--- src/rtl/t01_mem_arbiter.sv ---
// t01_mem_arbiter: three-way arbiter (fsm > dmem > imem, imem starvation guard, bus timeout) in front of the request unit
// Ports: fsm_*/dmem_* read-write requesters and imem_* fetch reads in, with per-owner *_done pulse and *_rdata out;
// read_i/write_i/data_adr/write_data out with done/read_data back from the request unit; grant_id, busy, timeout_err status.
module t01_mem_arbiter #(
  parameter int TIMEOUT = 64,
  parameter int STARVE_LIMIT = 4
) (
  input  logic        clk,
  input  logic        rst,
  input  logic        en,
  input  logic        fsm_read,
  input  logic        fsm_write,
  input  logic [31:0] fsm_adr,
  input  logic [31:0] fsm_wdata,
  output logic        fsm_done,
  output logic [31:0] fsm_rdata,
  input  logic        dmem_read,
  input  logic        dmem_write,
  input  logic [31:0] dmem_adr,
  input  logic [31:0] dmem_wdata,
  output logic        dmem_done,
  output logic [31:0] dmem_rdata,
  input  logic        imem_read,
  input  logic [31:0] imem_adr,
  output logic        imem_done,
  output logic [31:0] imem_rdata,
  output logic        read_i,
  output logic        write_i,
  output logic [31:0] data_adr,
  output logic [31:0] write_data,
  input  logic        done,
  input  logic [31:0] read_data,
  output logic [1:0]  grant_id,
  output logic        busy,
  output logic        timeout_err
);
  typedef enum logic [1:0] {IDLE, ISSUE, WAIT, RESP} state_t;
  localparam int WW = $clog2(TIMEOUT);
  localparam int SW = $clog2(STARVE_LIMIT + 1);
  state_t state, state_n;
  logic [WW-1:0] wcnt, wcnt_n;
  logic [SW-1:0] scnt, scnt_n;
  logic [1:0] win, grant_id_n;
  logic busy_n, read_i_n, write_i_n, fsm_done_n, dmem_done_n, imem_done_n, timeout_err_n, fin, sel_w, sel_r;
  logic [31:0] data_adr_n, write_data_n, fsm_rdata_n, dmem_rdata_n, imem_rdata_n, rd;
  always_comb begin
    win = (imem_read && scnt >= SW'(STARVE_LIMIT)) ? 2'd3 :
          (fsm_read || fsm_write) ? 2'd1 : (dmem_read || dmem_write) ? 2'd2 : imem_read ? 2'd3 : 2'd0;
    sel_w = (win == 2'd1) ? fsm_write : (win == 2'd2) ? dmem_write : 1'b0;
    sel_r = (win == 2'd1) ? fsm_read : (win == 2'd2) ? dmem_read : 1'b1;
    fin = done || wcnt == WW'(TIMEOUT - 1);
    rd = done ? read_data : '0;
    state_n = state;
    wcnt_n = wcnt;
    scnt_n = scnt;
    grant_id_n = grant_id;
    busy_n = busy;
    read_i_n = read_i;
    write_i_n = write_i;
    data_adr_n = data_adr;
    write_data_n = write_data;
    fsm_rdata_n = fsm_rdata;
    dmem_rdata_n = dmem_rdata;
    imem_rdata_n = imem_rdata;
    fsm_done_n = 1'b0;
    dmem_done_n = 1'b0;
    imem_done_n = 1'b0;
    timeout_err_n = 1'b0;
    case (state)
      IDLE: begin
        if (!imem_read) scnt_n = '0;
        if (en && win != 2'd0) begin
          state_n = ISSUE;
          grant_id_n = win;
          busy_n = 1'b1;
          write_i_n = sel_w;
          read_i_n = sel_r && !sel_w;
          data_adr_n = (win == 2'd1) ? fsm_adr : (win == 2'd2) ? dmem_adr : imem_adr;
          write_data_n = (win == 2'd1) ? fsm_wdata : (win == 2'd2) ? dmem_wdata : '0;
          scnt_n = (win == 2'd3 || !imem_read) ? '0 : scnt + SW'(scnt < SW'(STARVE_LIMIT));
        end
      end
      ISSUE: begin
        state_n = WAIT;
        wcnt_n = '0;
      end
      WAIT: begin
        if (fin) begin
          state_n = RESP;
          read_i_n = 1'b0;
          write_i_n = 1'b0;
          data_adr_n = '0;
          timeout_err_n = !done;
          fsm_done_n = grant_id == 2'd1;
          dmem_done_n = grant_id == 2'd2;
          imem_done_n = grant_id == 2'd3;
          // a completed write leaves rdata alone; reads and aborts overwrite it
          if (read_i || !done) begin
            fsm_rdata_n = (grant_id == 2'd1) ? rd : fsm_rdata;
            dmem_rdata_n = (grant_id == 2'd2) ? rd : dmem_rdata;
            imem_rdata_n = (grant_id == 2'd3) ? rd : imem_rdata;
          end
        end else wcnt_n = wcnt + 1'b1;
      end
      RESP: begin
        state_n = IDLE;
        grant_id_n = '0;
        busy_n = 1'b0;
      end
      default: state_n = IDLE;
    endcase
  end
  always_ff @(posedge clk) begin
    if (rst) begin
      state <= IDLE;
      wcnt <= '0;
      scnt <= '0;
      grant_id <= '0;
      busy <= 1'b0;
      read_i <= 1'b0;
      write_i <= 1'b0;
      data_adr <= '0;
      write_data <= '0;
      fsm_rdata <= '0;
      dmem_rdata <= '0;
      imem_rdata <= '0;
      fsm_done <= 1'b0;
      dmem_done <= 1'b0;
      imem_done <= 1'b0;
      timeout_err <= 1'b0;
    end else begin
      state <= state_n;
      wcnt <= wcnt_n;
      scnt <= scnt_n;
      grant_id <= grant_id_n;
      busy <= busy_n;
      read_i <= read_i_n;
      write_i <= write_i_n;
      data_adr <= data_adr_n;
      write_data <= write_data_n;
      fsm_rdata <= fsm_rdata_n;
      dmem_rdata <= dmem_rdata_n;
      imem_rdata <= imem_rdata_n;
      fsm_done <= fsm_done_n;
      dmem_done <= dmem_done_n;
      imem_done <= imem_done_n;
      timeout_err <= timeout_err_n;
    end
  end
endmodule
--- config.mk ---
export PLATFORM = sky130hd
export DESIGN_NAME = t01_mem_arbiter
export DESIGN_NICKNAME = d
export VERILOG_FILES = /design/src/rtl/t01_mem_arbiter.sv
export SDC_FILE = /design/constraint.sdc
export NUM_CORES = 1
export LEC_CHECK = 0
export CORE_MARGIN = 2
export CORE_UTILIZATION = 25
export DETAILED_ROUTE_END_ITERATION = 8
export DONT_BUFFER_PORTS = 1
export PLACE_DENSITY = 0.4
export SYNTH_ARGS = -nofsm -noshare
export SYNTH_HDL_FRONTEND = slang
export SYNTH_SLANG_ARGS = --single-unit
--- constraint.sdc ---
create_clock -name clk -period 1.9 [get_ports clk]
set_clock_uncertainty 0.05 [all_clocks]
set_input_delay 0.38 -clock clk [delete_from_list [all_inputs] [get_ports clk]]
set_output_delay 0.38 -clock clk [all_outputs]
set_load 0.03 [all_outputs]
# ---- Word level (Yosys, flattened, before mapping)
# Cells that the tools add are included.
dict set report word_totals {
  register_bits 180
  in_bits 201
}
dict set report classes {
  order_cmp 2
  n_eq_ne 14
  bitwise_logic 2
  n_reduce_logical 26
  mux 33
  n_addsub 2
}
# op n
set op_table {}
lappend op_table {{32-bit 2-to-1 mux} 7}
lappend op_table {{32-bit one-hot mux with 2 select lines} 1}
lappend op_table {{2-bit 2-to-1 mux} 7}
lappend op_table {{2-bit equality test, second input constant} 6}
lappend op_table {{6-bit one-hot mux with 2 select lines} 1}
lappend op_table {{4-bit AND reduction} 3}
lappend op_table {{2-bit AND reduction} 5}
lappend op_table {{3-bit 2-to-1 mux} 3}
lappend op_table {{1-bit 2-to-1 mux} 8}
lappend op_table {{2-bit one-hot mux with 4 select lines} 1}
lappend op_table {{2-bit nonzero test} 4}
lappend op_table {{6-bit by 1-bit adder with 6-bit output, second input constant} 1}
lappend op_table {{2-bit by 1-bit equality test with 1-bit output, second input constant} 3}
lappend op_table {{6-bit equality test, second input constant} 1}
lappend op_table {{6-bit 2-to-1 mux} 1}
lappend op_table {{2-bit != test, second input constant} 3}
lappend op_table {{1-bit one-hot mux with 2 select lines} 3}
lappend op_table {{1-bit logical OR} 5}
lappend op_table {{2-bit one-hot mux with 2 select lines} 1}
lappend op_table {{3-bit by 1-bit adder with 3-bit output} 1}
lappend op_table {{3-bit >= comparator, second input constant} 1}
lappend op_table {{1-bit logical AND} 3}
lappend op_table {{1-bit zero test} 3}
lappend op_table {{3-bit less-than comparator, second input constant} 1}
lappend op_table {{5 further kinds} 6}

# ---- Longest topological paths before layout
dict set report depth {
  depth_word 11
  mapped_depth 8
  depth_no_buf 6
}

# ---- Worst setup path before layout
# No wires, ideal clock.
dict set report synth_timing {
  kind {flip-flop to flip-flop}
  from {register state[0]}
  to {register data_adr[0]}
  t_required_ns 1.780
  path_stages_with_launch 8
  slack_ns 0.002
  t_arrival_ns 1.778
  path_cell_list {dfxtp_1 inv_1 ha_1 or2_2 a211oi_1 clkbuf_1 o21ai_0 o2bb2ai_1}
}
dict set report synth_between {
  elab_chain_cells 3
}
# item line
set synth_rtl {}
lappend synth_rtl {{from (decl)} 40} ;# state_t state, state_n;
lappend synth_rtl {{from (signal assigned)} 132} ;# state <= state_n;
lappend synth_rtl {{2-bit equality test or 2-bit zero test (tied branches)} 69} ;# case (state)
lappend synth_rtl {{2-bit != test (no line) or 2-bit nonzero test (tied branches)} --}
lappend synth_rtl {{3-bit AND reduction (no line)} --}
lappend synth_rtl {{to (signal assigned)} 139} ;# data_adr <= data_adr_n;
lappend synth_rtl {{to (decl)} 29} ;# output logic [31:0] data_adr,
# Parallel ways exist; a longest one is shown, timed or not.
# A chain may end at the register's enable or synchronous reset.

# ---- Final worst setup path
dict set report layout_timing {
  from {register state[0]}
  to {register fsm_rdata[20]}
}
dict set report layout_between {
  elab_chain_cells 2
}
# item line
set layout_rtl {}
lappend layout_rtl {{2-bit equality test} 69}
lappend layout_rtl {{4-bit AND reduction (no line)} --}
lappend layout_rtl {{to (signal assigned)} 141} ;# fsm_rdata <= fsm_rdata_n;
lappend layout_rtl {{to (decl)} 16} ;# output logic [31:0] fsm_rdata,
# Every way passes these cells.

==> results_dict.tcl <==
set metrics [dict create \
    status "finished, violations left" \
    violations "negative hold slack" \
    synth_area_um2 7920 \
    track_usage 0.169 \
    yosys.area.top_type "dfxtp_1" \
    yosys_warnings 0 \
    cts_tree "yes" \
    final_nets 1090 \
    power_density_nw_per_um2 1240 \
    place_congestion 0.758 \
    clk_pin_slew_worst_paths_ns 0.08 \
    h-tree-depth 4 \
    yosys-top-cells-area "dfxtp_1 (46%), a311oi_1 (11%), a21oi_1 (6.6%), nand2_1 (4.9%), a221oi_1 (3.5%)" \
    rsz0062_at_grt "yes" \
    start_util 0.252 \
    worst_slew_pin_slew_ns 0.485 \
    synth_top_area_frac 0.455 \
    min_period_over_period 0.952 \
    place.detailed.hpwl_um 18900 \
    clk_path_buf_depth 2 \
    wl_um 30200 \
    drv_cap 0 \
    ant_nets 0 \
    syn2layout_area_growth_pct 20.9 \
    vias_per_cell 5.55 \
    synthCells 896 \
    total_power_mw 11.9 \
    grt_max_degree 151 \
    die_area_um2 33100 \
    vdd_ir_drop_max_v 0.000584 \
    synthDistinctLibCells 47 \
    syn_avg_cell_area_um2 8.84 \
    post-place-ws_ns -0.0514 \
    die_w_um 182 \
    synth_edf_count 0 \
    arrival_ns 2.12 \
    drt_iter0_markers 451 \
    setup_ws_ns 0.0909 \
    grt_overflow 0 \
    path_max_fanout 16 \
    dp_cells 1250 \
    vias 7191 \
    syn_nets 1105 \
    portBuffers 0 \
    cp-end-kind "flip-flop" \
    yosysSeqAreaShare 0.455 \
    final_layout_size_suffix_gt1_frac 0.144 \
    ys_ff_latch 180 \
    whs_path_depth 1 \
    crit_required_ns 2.21 \
    crit_path_max_incr_delay_ns 0.33 \
    start_kind "flip-flop" \
    post_drt_wl_per_cell_um 23.3 \
    finalCriticalPeriod_ns 1.81 \
    cp_slowest_cell "dfxtp_2" \
    ys.flop_type "dfxtp_1" \
    worstSetupPathType "reg -> reg" \
    grt_pass1_vias 6687 \
    clkSinkCount 180 \
    finalSetupViolations 0 \
    regArea_um2 3610 \
    num_rows 65 \
    async_flop_share 0 \
    holdBufCountCts 1 \
    setup_tns_ns 0 \
    grt_pass1_wl_um 43000 \
    slew_headroom 0.677 \
    antenna_found_initial 1 \
    whs_ns -0.0292 \
    ios 370 \
    cts_made_buffers 17 \
    finalMaxSlewViolations 0 \
    p_leak_nw 2.99 \
    fp.dieH_um 182 \
    multi_input_area_um2 3990 \
    hold_viol_final 20 \
    root_buffer "clkbuf_16" \
    crit_chain "inv_4 -> ha_4 -> nand4_1 -> nor2_4 -> buf_12 -> buf_8 -> a21oi_1 -> a311oi_1" \
    drc 0 \
    fillers 3315 \
    clk_latency_ns 0.43 \
    core_um2 31400 \
    hp-class "in -> reg" \
    fmax_mhz 553 \
    reg2reg_depth 8 \
    yosysMostFrequentCell "dfxtp_1" \
    stdcell_count 1296 \
    dr.pass1.iters 5 \
    synthTopCellsByCount "dfxtp_1 (180), a21oi_1 (105), nand2_1 (103), a311oi_1 (99), clkbuf_1 (53)" \
]
[final timing paths]
path                               start             to  slack (ns)
worst min register to register   scnt[1]        scnt[1]        0.44
worst max register to register  state[0]  fsm_rdata[20]        0.09
worst min-delay path                 rst       state[1]       -0.03
worst max-delay path            state[0]  fsm_rdata[20]        0.09
[power breakdown]
part / internal, mW / total (mW) / switching (mW)
registers: 4.25 / 5.45 / 1.20
clock network: 2.26 / 3.91 / 1.66
logic: 1.05 / 2.50 / 1.45
total: 7.55 / 11.9 / 4.31
[placed cells by master (no fill, tap or decap), drive strengths merged, types with 2 or more instances in the layout]
| cell | n |
|---|---|
| a21oi | 105 |
| nand3 | 5 |
| or2 | 3 |
| and3 | 33 |
| a221oi | 32 |
| a21o | 2 |
| nor2 | 41 |
| buf | 57 |
| a31oi | 3 |
| bufinv | 4 |
| clkbuf | 22 |
| a41oi | 2 |
| nand2 | 103 |
| nor4 | 2 |
| dfxtp | 180 |
| and2 | 2 |
| nand2b | 7 |
| nor3b | 2 |
| a2bb2oi | 2 |
| ha | 8 |
| a311oi | 99 |
| a211oi | 35 |
| clkinv | 5 |
| nor2b | 6 |
| inv | 10 |
| o21ai | 38 |
| a22o | 3 |
| nor3 | 35 |
| o2bb2ai | 32 |
[flip-flops by register name, summed over array words and instances (netlist names)]
name         count
state            2
scnt             3
busy             1
fsm_done         1
write_i          1
imem_done        1
write_data      32
timeout_err      1
imem_rdata      32
dmem_done        1
read_i           1
wcnt             6
fsm_rdata       32
dmem_rdata      32
grant_id         2
data_adr        32
[cell type report]
cell class	count	share of cell area
clock inverters	13	0.0206
well taps	402	0.0525
flip-flops and latches	180	0.377
clock buffers	18	0.0459
repair buffers	62	0.0842
multi-input cells	613	0.417
diodes	1	0.000261
inverters	7	0.00301
[through the flow]
step / instance area [um2] / utilization
after floorplan: 7920 / -
after global placement: 8600 / 0.274
after detailed placement: 8600 / 0.274
after CTS: 9340 / 0.298
after global routing: 9570 / 0.305
final: 9570 / 0.305
[routing by layer]
layer  vias to the layer above  wire [um]  global-route usage
met5                         -          0                   0
met1                      3447      12700               0.209
met3                        17       2540              0.0622
met4                         0        347              0.0439
met2                       320      14600               0.277
li1                       3407          -                   -
[cells by family (layout without fill, tap and decap cells)]
logic type                 Yosys count  after routing  share of synthesized area
AOI/OAI and AO/OA                  361            361                      0.327
and+or+nand+nor                    242            242                      0.141
DFF                                180            180                      0.455
buffers and inverters              103            100                     0.0610
adders and majority gates            8              8                     0.0126
muxes                                2              2                    0.00269
other                                0              1                          0
[repair_timing]
action	4_1_cts	5_1_grt
pin swaps	1	21
resized for setup	5	20
setup endpoints to repair	37	149
endpoints found under the hold margin	142	75
cloned	2	6
buffers inserted	3	3
[worst max-delay path, delay by kind of cell, from the launching register on]
kind	cells	cell delay, ns
adders and majority gates	1	0.17
and+or+nand+nor	2	0.41
DFF	1	0.33
buffers and inverters	3	0.43
AOI/OAI and AO/OA	2	0.33
Note: power is estimated with default switching activity, not from simulation.
